**config.mk**
```make
export PLATFORM = sky130hd
export DESIGN_NAME = wbi_master_port
export DESIGN_NICKNAME = d
export VERILOG_FILES = /design/src/rtl/wbi_master_port.sv
export SDC_FILE = /design/constraint.sdc
export NUM_CORES = 1
export LEC_CHECK = 0
export ABC_AREA = 1
export BUFFER_PORTS_ARGS = -buffer_cell sky130_fd_sc_hd__buf_2
export CELL_PAD_IN_SITES_DETAIL_PLACEMENT = 1
export CELL_PAD_IN_SITES_GLOBAL_PLACEMENT = 1
export CORE_MARGIN = 5
export CORE_UTILIZATION = 36
export DETAILED_ROUTE_END_ITERATION = 7
export GPL_ROUTABILITY_DRIVEN = 0
export MAX_ROUTING_LAYER = met4
export PLACE_DENSITY_LB_ADDON = 0.1
export SLEW_MARGIN = 20
export SYNTH_ARGS = -nofsm -noshare
export SYNTH_HDL_FRONTEND = slang
export SYNTH_SLANG_ARGS = --single-unit
```
**constraint.sdc**
```tcl
create_clock -name mclk -period 4.75 [get_ports mclk]
set_input_delay 0.95 -clock mclk [delete_from_list [all_inputs] [get_ports mclk]]
set_output_delay 0.95 -clock mclk [all_outputs]
set_load 0.03 [all_outputs]
```
**src/rtl/wbi_master_port.sv**
```systemverilog
// wbi_master_port: initiator end of the valid/ready cmd/res interconnect.
// Accepts one local Wishbone master (cyc/stb with bl/bry burst extensions),
// issues cmd-channel beats and turns res-channel beats back into local
// ack/lack/err pulses. One transaction is outstanding at a time.
module wbi_master_port #(
  parameter int         AW  = 32,
  parameter int         DW  = 32,
  parameter int         BW  = 4,
  parameter int         BL  = 10,
  parameter logic [3:0] TID = 4'h0
) (
  input  logic          mclk,
  input  logic          reset_n,
  // local Wishbone master side
  input  logic          wbm_cyc_i,
  input  logic          wbm_stb_i,
  input  logic [AW-1:0] wbm_adr_i,
  input  logic          wbm_we_i,
  input  logic [DW-1:0] wbm_dat_i,
  input  logic [BW-1:0] wbm_sel_i,
  input  logic [BL-1:0] wbm_bl_i,
  input  logic          wbm_bry_i,
  output logic [DW-1:0] wbm_dat_o,
  output logic          wbm_ack_o,
  output logic          wbm_lack_o,
  output logic          wbm_err_o,
  // cmd channel
  input  logic          wbp_cmd_wrdy_i,
  output logic          wbp_cmd_wval_o,
  output logic [AW-1:0] wbp_cmd_adr_o,
  output logic          wbp_cmd_we_o,
  output logic [DW-1:0] wbp_cmd_dat_o,
  output logic [BW-1:0] wbp_cmd_sel_o,
  output logic [BL-1:0] wbp_cmd_bl_o,
  output logic [3:0]    wbp_cmd_tid_o,
  // res channel
  output logic          wbp_res_rrdy_o,
  input  logic          wbp_res_rval_i,
  input  logic [DW-1:0] wbp_res_dat_i,
  input  logic          wbp_res_ack_i,
  input  logic          wbp_res_lack_i,
  input  logic          wbp_res_err_i,
  input  logic [3:0]    wbp_res_tid_i
);

  typedef enum logic [2:0] {
    S_IDLE,   // waiting for a local cycle
    S_CMD,    // cmd beat presented, waiting for wrdy
    S_RRSP,   // read: collecting response beats
    S_WRSP,   // write: waiting for the response to the current beat
    S_WNXT,   // write burst: waiting for the next local data beat
    S_DRAIN   // local cycle abandoned: swallowing the remaining responses
  } state_t;

  state_t        state;
  logic [BL-1:0] count;      // beats still expected for this transaction
  logic          abort;      // cyc dropped while a cmd beat was pending

  // Reset: assertion reaches every flop immediately, release is retimed to mclk.
  logic [1:0] rst_sync;
  logic       rst_n;

  // Two-stage release synchroniser for the asynchronous reset input.
  always_ff @(posedge mclk or negedge reset_n) begin
    if (!reset_n) rst_sync <= 2'b00;
    else          rst_sync <= {rst_sync[0], 1'b1};
  end

  assign rst_n = rst_sync[1];

  logic          res_hs;     // response handshake this cycle
  logic          beat_hs;    // handshake carrying our transaction id
  logic          last_beat;  // this response closes the burst
  logic [BL-1:0] bl_eff;     // burst length with 0 meaning a single beat

  assign res_hs    = wbp_res_rval_i & wbp_res_rrdy_o;
  assign beat_hs   = res_hs & (wbp_res_tid_i == TID);
  assign last_beat = wbp_res_lack_i | (count == BL'(1));
  assign bl_eff    = (wbm_bl_i == '0) ? BL'(1) : wbm_bl_i;

  // Transaction FSM; every port output is a register written here.
  always_ff @(posedge mclk or negedge rst_n) begin
    if (!rst_n) begin
      state          <= S_IDLE;
      count          <= '0;
      abort          <= 1'b0;
      wbm_dat_o      <= '0;
      wbm_ack_o      <= 1'b0;
      wbm_lack_o     <= 1'b0;
      wbm_err_o      <= 1'b0;
      wbp_cmd_wval_o <= 1'b0;
      wbp_cmd_adr_o  <= '0;
      wbp_cmd_we_o   <= 1'b0;
      wbp_cmd_dat_o  <= '0;
      wbp_cmd_sel_o  <= '0;
      wbp_cmd_bl_o   <= '0;
      wbp_cmd_tid_o  <= 4'h0;
      wbp_res_rrdy_o <= 1'b0;
    end else begin
      // NOTE: non-blocking assignments throughout, so every branch reads the
      // pre-edge value of state/count/outputs regardless of statement order.
      wbm_ack_o  <= 1'b0;
      wbm_lack_o <= 1'b0;
      wbm_err_o  <= 1'b0;

      case (state)
        S_IDLE: begin
          wbp_res_rrdy_o <= 1'b0;
          abort          <= 1'b0;
          // A write may only start once its first data beat is valid.
          if (wbm_cyc_i && wbm_stb_i && (!wbm_we_i || wbm_bry_i)) begin
            wbp_cmd_adr_o  <= wbm_adr_i;
            wbp_cmd_we_o   <= wbm_we_i;
            wbp_cmd_dat_o  <= wbm_dat_i;
            wbp_cmd_sel_o  <= wbm_sel_i;
            wbp_cmd_bl_o   <= wbm_bl_i;
            wbp_cmd_tid_o  <= TID;
            count          <= bl_eff;
            wbp_cmd_wval_o <= 1'b1;
            state          <= S_CMD;
          end
        end

        S_CMD: begin
          wbp_res_rrdy_o <= 1'b0;
          // A presented beat cannot be withdrawn; remember the drop for later.
          if (!wbm_cyc_i) abort <= 1'b1;
          if (wbp_cmd_wval_o && wbp_cmd_wrdy_i) begin
            wbp_cmd_wval_o <= 1'b0;
            if (abort || !wbm_cyc_i) begin
              state          <= S_DRAIN;
              wbp_res_rrdy_o <= 1'b1;
            end else if (wbp_cmd_we_o) begin
              state          <= S_WRSP;
              wbp_res_rrdy_o <= 1'b1;
            end else begin
              state          <= S_RRSP;
              wbp_res_rrdy_o <= wbm_bry_i;
            end
          end
        end

        S_RRSP: begin
          if (beat_hs) begin
            count <= count - BL'(1);
            if (wbm_cyc_i) begin
              wbm_ack_o  <= wbp_res_ack_i & ~wbp_res_err_i;
              wbm_err_o  <= wbp_res_err_i;
              wbm_lack_o <= wbp_res_lack_i;
              wbm_dat_o  <= wbp_res_dat_i;
            end
          end
          if (beat_hs && last_beat) begin
            state          <= S_IDLE;
            wbp_res_rrdy_o <= 1'b0;
          end else if (!wbm_cyc_i) begin
            state          <= S_DRAIN;
            wbp_res_rrdy_o <= 1'b1;
          end else begin
            wbp_res_rrdy_o <= wbm_bry_i;
          end
        end

        S_WRSP: begin
          if (beat_hs) begin
            count <= count - BL'(1);
            if (wbm_cyc_i) begin
              wbm_ack_o  <= wbp_res_ack_i & ~wbp_res_err_i;
              wbm_err_o  <= wbp_res_err_i;
              wbm_lack_o <= wbp_res_lack_i;
            end
            // With the beat answered nothing is in flight, so a dropped
            // cycle can return straight to IDLE.
            state          <= (last_beat || !wbm_cyc_i) ? S_IDLE : S_WNXT;
            wbp_res_rrdy_o <= 1'b0;
          end else if (!wbm_cyc_i) begin
            state          <= S_DRAIN;
            wbp_res_rrdy_o <= 1'b1;
          end
        end

        S_WNXT: begin
          wbp_res_rrdy_o <= 1'b0;
          if (!wbm_cyc_i) begin
            state <= S_IDLE;
          end else if (wbm_stb_i && wbm_bry_i) begin
            wbp_cmd_dat_o  <= wbm_dat_i;
            wbp_cmd_sel_o  <= wbm_sel_i;
            wbp_cmd_wval_o <= 1'b1;
            state          <= S_CMD;
          end
        end

        S_DRAIN: begin
          wbp_res_rrdy_o <= 1'b1;
          // Reads end on lack. A write has a single beat in flight, so its
          // one response is all there is to swallow.
          if (beat_hs && (wbp_res_lack_i || wbp_cmd_we_o)) begin
            state          <= S_IDLE;
            wbp_res_rrdy_o <= 1'b0;
          end
        end

        default: begin
          state          <= S_IDLE;
          wbp_cmd_wval_o <= 1'b0;
          wbp_res_rrdy_o <= 1'b0;
        end
      endcase
    end
  end

endmodule

```
; ---- Yosys cells after proc, flatten, opt, wreduce, memory -nomap -nowiden
; Index checks and enable logic that the tools add are counted.
[totals]
reg_bits = 132
input_bits = 125
output_inout_bits = 120
elab_cells = 112
[op_classes]
add_sub_neg = 1
n_eq_ne = 15
muxes = 48
bitwise_logic = 6
reduce_logical = 27
[op_table]
columns = cell, n
row1 = 2-to-1 mux 32 bit, 3
row2 = case mux 32 bit (2 select lines), 1
row3 = 2-to-1 mux 10 bit, 3
row4 = 2-to-1 mux 3 bit, 10
row5 = 2-to-1 mux 1 bit, 22
row6 = case mux 10 bit (2 select lines), 1
row7 = case mux 3 bit (6 select lines), 1
row8 = 2-to-1 mux 4 bit, 3
row9 = "inequality test 2 bit, second input constant", 6
row10 = "equality test 10 x 1 -> 1 bit, second input constant", 1
row11 = logical NOT 10 bit, 1
row12 = "subtractor 10 x 1 -> 10 bit, second input constant", 1
row13 = case mux 1 bit (4 select lines), 2
row14 = case mux 4 bit (2 select lines), 1
row15 = AND reduction 4 bit, 2
row16 = "equality test 3 x 2 -> 1 bit, second input constant", 2
row17 = "equality test 3 bit, second input constant", 2
row18 = logical AND 1 bit, 6
row19 = "inequality test 3 bit, second input constant", 2
row20 = AND reduction 3 bit, 2
row21 = nonzero test 2 bit, 3
row22 = AND reduction 5 bit, 1
row23 = logical NOT 4 bit, 1
row24 = logical OR 1 bit, 4
row25 = other kinds (11), 16

; ---- Longest topological paths before layout
[logic_depth]
depth_word = 6
ltp_mapped = 13
ltp_nobuf = 13

; ---- Worst setup path before layout
; No wires, ideal clock.
[synth_timing]
path_type = input to register
start = input wbm_stb_i
end = register wbp_cmd_dat_o[10]
arrival_ns = 1.959
setup_slack_ns = 2.666
cell_stages = 6
n_path_buf = 1
cell_sequence = nand2_1 -> a21oi_1 -> nand2_4 -> nand2_4 -> buf_6 -> mux2_4
[synth_between]
elab_chain_cells = 4
elab_cells_between_ends = 6
[synth_lines]
columns = item, line_no
row1 = "start, declared", 16  ; input logic wbm_stb_i,
row2 = logical AND 1 bit (2 in series), 111  ; if (wbm_cyc_i && wbm_stb_i && (!wbm_we_i || wbm_bry_i)) begin
row3 = inequality test 2 bit (no source line), --
row4 = AND reduction 4 bit (no source line) *, --
row5 = "end signal, assigned", 114  ; wbp_cmd_dat_o <= wbm_dat_i;
row6 = "end signal, assigned", 187  ; wbp_cmd_dat_o <= wbm_dat_i;
row7 = "end, declared", 32  ; output logic [DW-1:0] wbp_cmd_dat_o,
; Mark *: on every way between the ends. The rest lies on a longest branch, timed or not.
; A chain may end at the register's enable or synchronous reset.

; ---- Worst setup path after layout
[layout_timing]
start = input wbm_cyc_i
end = register wbp_cmd_dat_o[3]
[layout_between]
elab_chain_cells = 4
elab_cells_between_ends = 5
[layout_lines]
columns = item, line_no
row1 = "start, declared", 15  ; input logic wbm_cyc_i,
row2 = logical AND 1 bit (2 in series), 111
row3 = inequality test 2 bit (no source line), --
row4 = AND reduction 4 bit (no source line) *, --
; Marks and branches as above.

==> impl_metrics.csv <==
group,metric,value,unit
critical_path,crit_chain,"buf_2, nand2_1, a21oi_1, nand2_4, nand2_4, mux2_2",
power,leakage,4.06,nW
sta,rsz0062_at_grt,"false",
run_status,outcome,"finished clean",
critical_path,cp_slowest_cell,"nand2_4",
power,fin_total_pwr,5.24,mW
sta,setup_viol,0,
critical_path,max_stage_delay,0.64,ns
routing,via_count,4235,
sta,drv_slew,0,
floorplan,rows,45,
routing,ant_nets,0,
grt,track_usage,17.5,%
sta,maxSlewHeadroom,46.7,%
floorplan,fp.dieW,135,um
critical_path,crit_path_end_kind,"register",
sta,fin_crit_sh,56.7,%
logic_synthesis,synth_edf_count,0,
sta,hold_viol,0,
routing,dr.pass1.iters,4,
routing,drt-initial-drc-count,120,
critical_path,arrival,2.99,ns
clocking,clock_sink_count,132,
critical_path,crit_top_cell,"nand2_4",
logic_synthesis,yosysUniqueCellTypes,32,
critical_path,reg2reg_slack,2.39,ns
grt,first_global_vias,4793,
sta,fmax,372,MHz
final_layout,fin_nets,813,
logic_synthesis,synth_common_cells,"132 x dfrtp_1, 80 x mux2_2, 51 x nand2_1, 29 x mux2_4, 26 x inv_1",
logic_synthesis,synth.avg_cell_area,12.8,um^2
logic_synthesis,async_reset_ff_share,100,%
floorplan,start_util,36.9,%
final_layout,n_antenna_cell,0,
critical_path,cp_max_fo,46,
grt,grt_start_max_net_pins,63,
critical_path,path_class,"in2reg",
routing,wl_per_cell,16.7,um
final_layout,fill_cells,1666,
logic_synthesis,syn_inst,440,
clocking,cts_tree,"done",
critical_path,reg2regPathDepth,6,
final_layout,area_delta_synth_final,35.2,%
critical_path,start_kind,"primary input",
clocking,cts_buffers,17,
sta,fin_tns_setup,0,ns
clocking,htree_num_levels,4,
clocking,cts-hold-fix-buffers,0,
critical_path,crit_family,"simple AND/OR/NAND/NOR gates",
logic_synthesis,ys.flop_type,"dfrtp_1",
power,power.density,689,nW/um^2
clocking,clkLatencyLatePin,0.41,ns
placement,port_buffers,240,
worst_hold_path,hp-class,"reg2async",
job,max-cap-violations,0,
sta,whs,0.196,ns
logic_synthesis,netlist_area,5630,um^2
logic_synthesis,ys_seq_area_share,58.6,%
clocking,clkTransAtPathRegs,0.06,ns
floorplan,dieHeight,135,um
critical_path,required,5.04,ns
clocking,root_buffer,"clkbuf_16",
critical_path,crit_buf_inv,1,
grt,overflow,0,
clocking,clockBufferDepth,2,
sta,finClkSkew,0.0119,ns
clocking,cts_setup_buffers,0,
clocking,cts_resized,0,
routing,totalWireLength,15.2,mm
critical_path,cp.depth,6,
logic_synthesis,synth-seq-cells,132,
routing,drc_errors,0,
logic_synthesis,yosys_warnings,0,
floorplan,boundaryPins,245,
final_layout,drive_gt1_share,56.7,%
logic_synthesis,netlist.area_leader.share,58.6,%
logic_synthesis,yosysMostFrequentCell,"dfrtp_1",
floorplan,die_area,18300,um^2
sta,fin_crit,2.69,ns
floorplan,core_area,15300,um^2
placement,hpwl,11.5,mm
logic_synthesis,synth_area_leaders,"dfrtp_1 59%, mux2_2 16%, mux2_4 7.7%",
grt,antenna_found_initial,0,
power,ir_drop,0.320,mV
grt,grt_pass1_wl,24.4,mm
routing,via_per_inst,4.65,
sta,worstMarginPinSlew,0.800,ns
logic_synthesis,yosys.area.top_type,"dfrtp_1",
-- final cells by class --
cell class	count	area (um^2)	share of cell area, %
Sequential cell	132	3310	43.4
Multi-Input combinational cell	261	2090	27.5
Timing Repair Buffer	243	1220	16.1
Clock buffer	23	488	6.41
Tap cell	211	264	3.47
Clock inverter	9	125	1.64
Inverter	31	116	1.53
-- metrics by stage --
step                worst slack [ns]  cell area [um^2]  util [%]  std cells
detailed placement              1.57              7000      45.9        878
floorplan                      0.800              5650         -        443
global placement                1.68              7000      45.9        878
CTS                             2.01              7620      49.9        910
finish                          2.06              7620      49.9        910
global route                    1.86              7620      49.9        910
-- cells by family after synthesis --
group | Yosys count | share of synthesized area, %
flops | 132 | 58.6
mux | 109 | 23.7
simple gates | 103 | 8.33
buf+inv | 50 | 4.44
compound gates | 41 | 4.15
fa+ha+maj | 2 | 0.444
other cells | 2 | 0.133
xor+xnor | 1 | 0.155
-- final timing paths --
| path | start | endpoint |
|---|---|---|
| max in group asynchronous | rst_sync[1] | wbp_cmd_bl_o[0] |
| worst min register to register | rst_sync[1] | wbp_cmd_sel_o[1] |
| worst max register to register | state[0] | wbp_cmd_dat_o[3] |
| min in group mclk | rst_sync[0] | rst_sync[1] |
| worst min-delay path | rst_sync[1] | wbp_cmd_sel_o[1] |
| worst max-delay path | wbm_cyc_i | wbp_cmd_dat_o[3] |
-- layer usage --
metal	up-vias	GRT usage, %	share of wire, %
met4	0	4.65	1.2
met3	12	6.15	6.6
met1	2110	19.8	38
met2	144	29.5	54
li1	1969	-	-
met5	-	-	0
-- registers in the layout, indices dropped and copies added (netlist names) --
signal	cells
wbm_err_o	1
wbp_cmd_adr_o	32
wbm_lack_o	1
wbp_cmd_wval_o	1
wbm_ack_o	1
state	3
wbp_cmd_bl_o	10
wbm_dat_o	32
count	10
wbp_res_rrdy_o	1
wbp_cmd_sel_o	4
wbp_cmd_dat_o	32
rst_sync	2
wbp_cmd_we_o	1
abort	1
-- layout by cell type, fill, tap and decap left out, types with 3 or more instances in the layout --
cell | synthesis | layout
inv_2 | 5 | 5
inv_1 | 26 | 26
clkbuf_8 | 0 | 4
mux2_4 | 29 | 29
clkbuf_16 | 0 | 17
nand3_1 | 10 | 10
nand4_1 | 3 | 3
nor4_1 | 4 | 4
nand2_1 | 51 | 51
o22ai_1 | 3 | 3
a21oi_1 | 9 | 9
buf_2 | 8 | 240
o211ai_1 | 4 | 4
buf_4 | 4 | 3
clkinv_2 | 0 | 4
o21ai_0 | 20 | 20
dfrtp_1 | 132 | 131
bufinv_16 | 0 | 3
conb_1 | 2 | 5
mux2_2 | 80 | 80
nor2_1 | 25 | 25
-- power breakdown --
| group | total, mW | leakage (nW) | switching, mW | internal, mW |
|---|---|---|---|---|
| Sequential | 1.78 | 1.65 | 0.240 | 1.54 |
| Combinational | 2.12 | 2.11 | 1.35 | 0.776 |
| Clock | 1.34 | 0.299 | 0.466 | 0.877 |
| Total | 5.24 | 4.06 | 2.05 | 3.19 |
(Power assumes the default switching activity.)
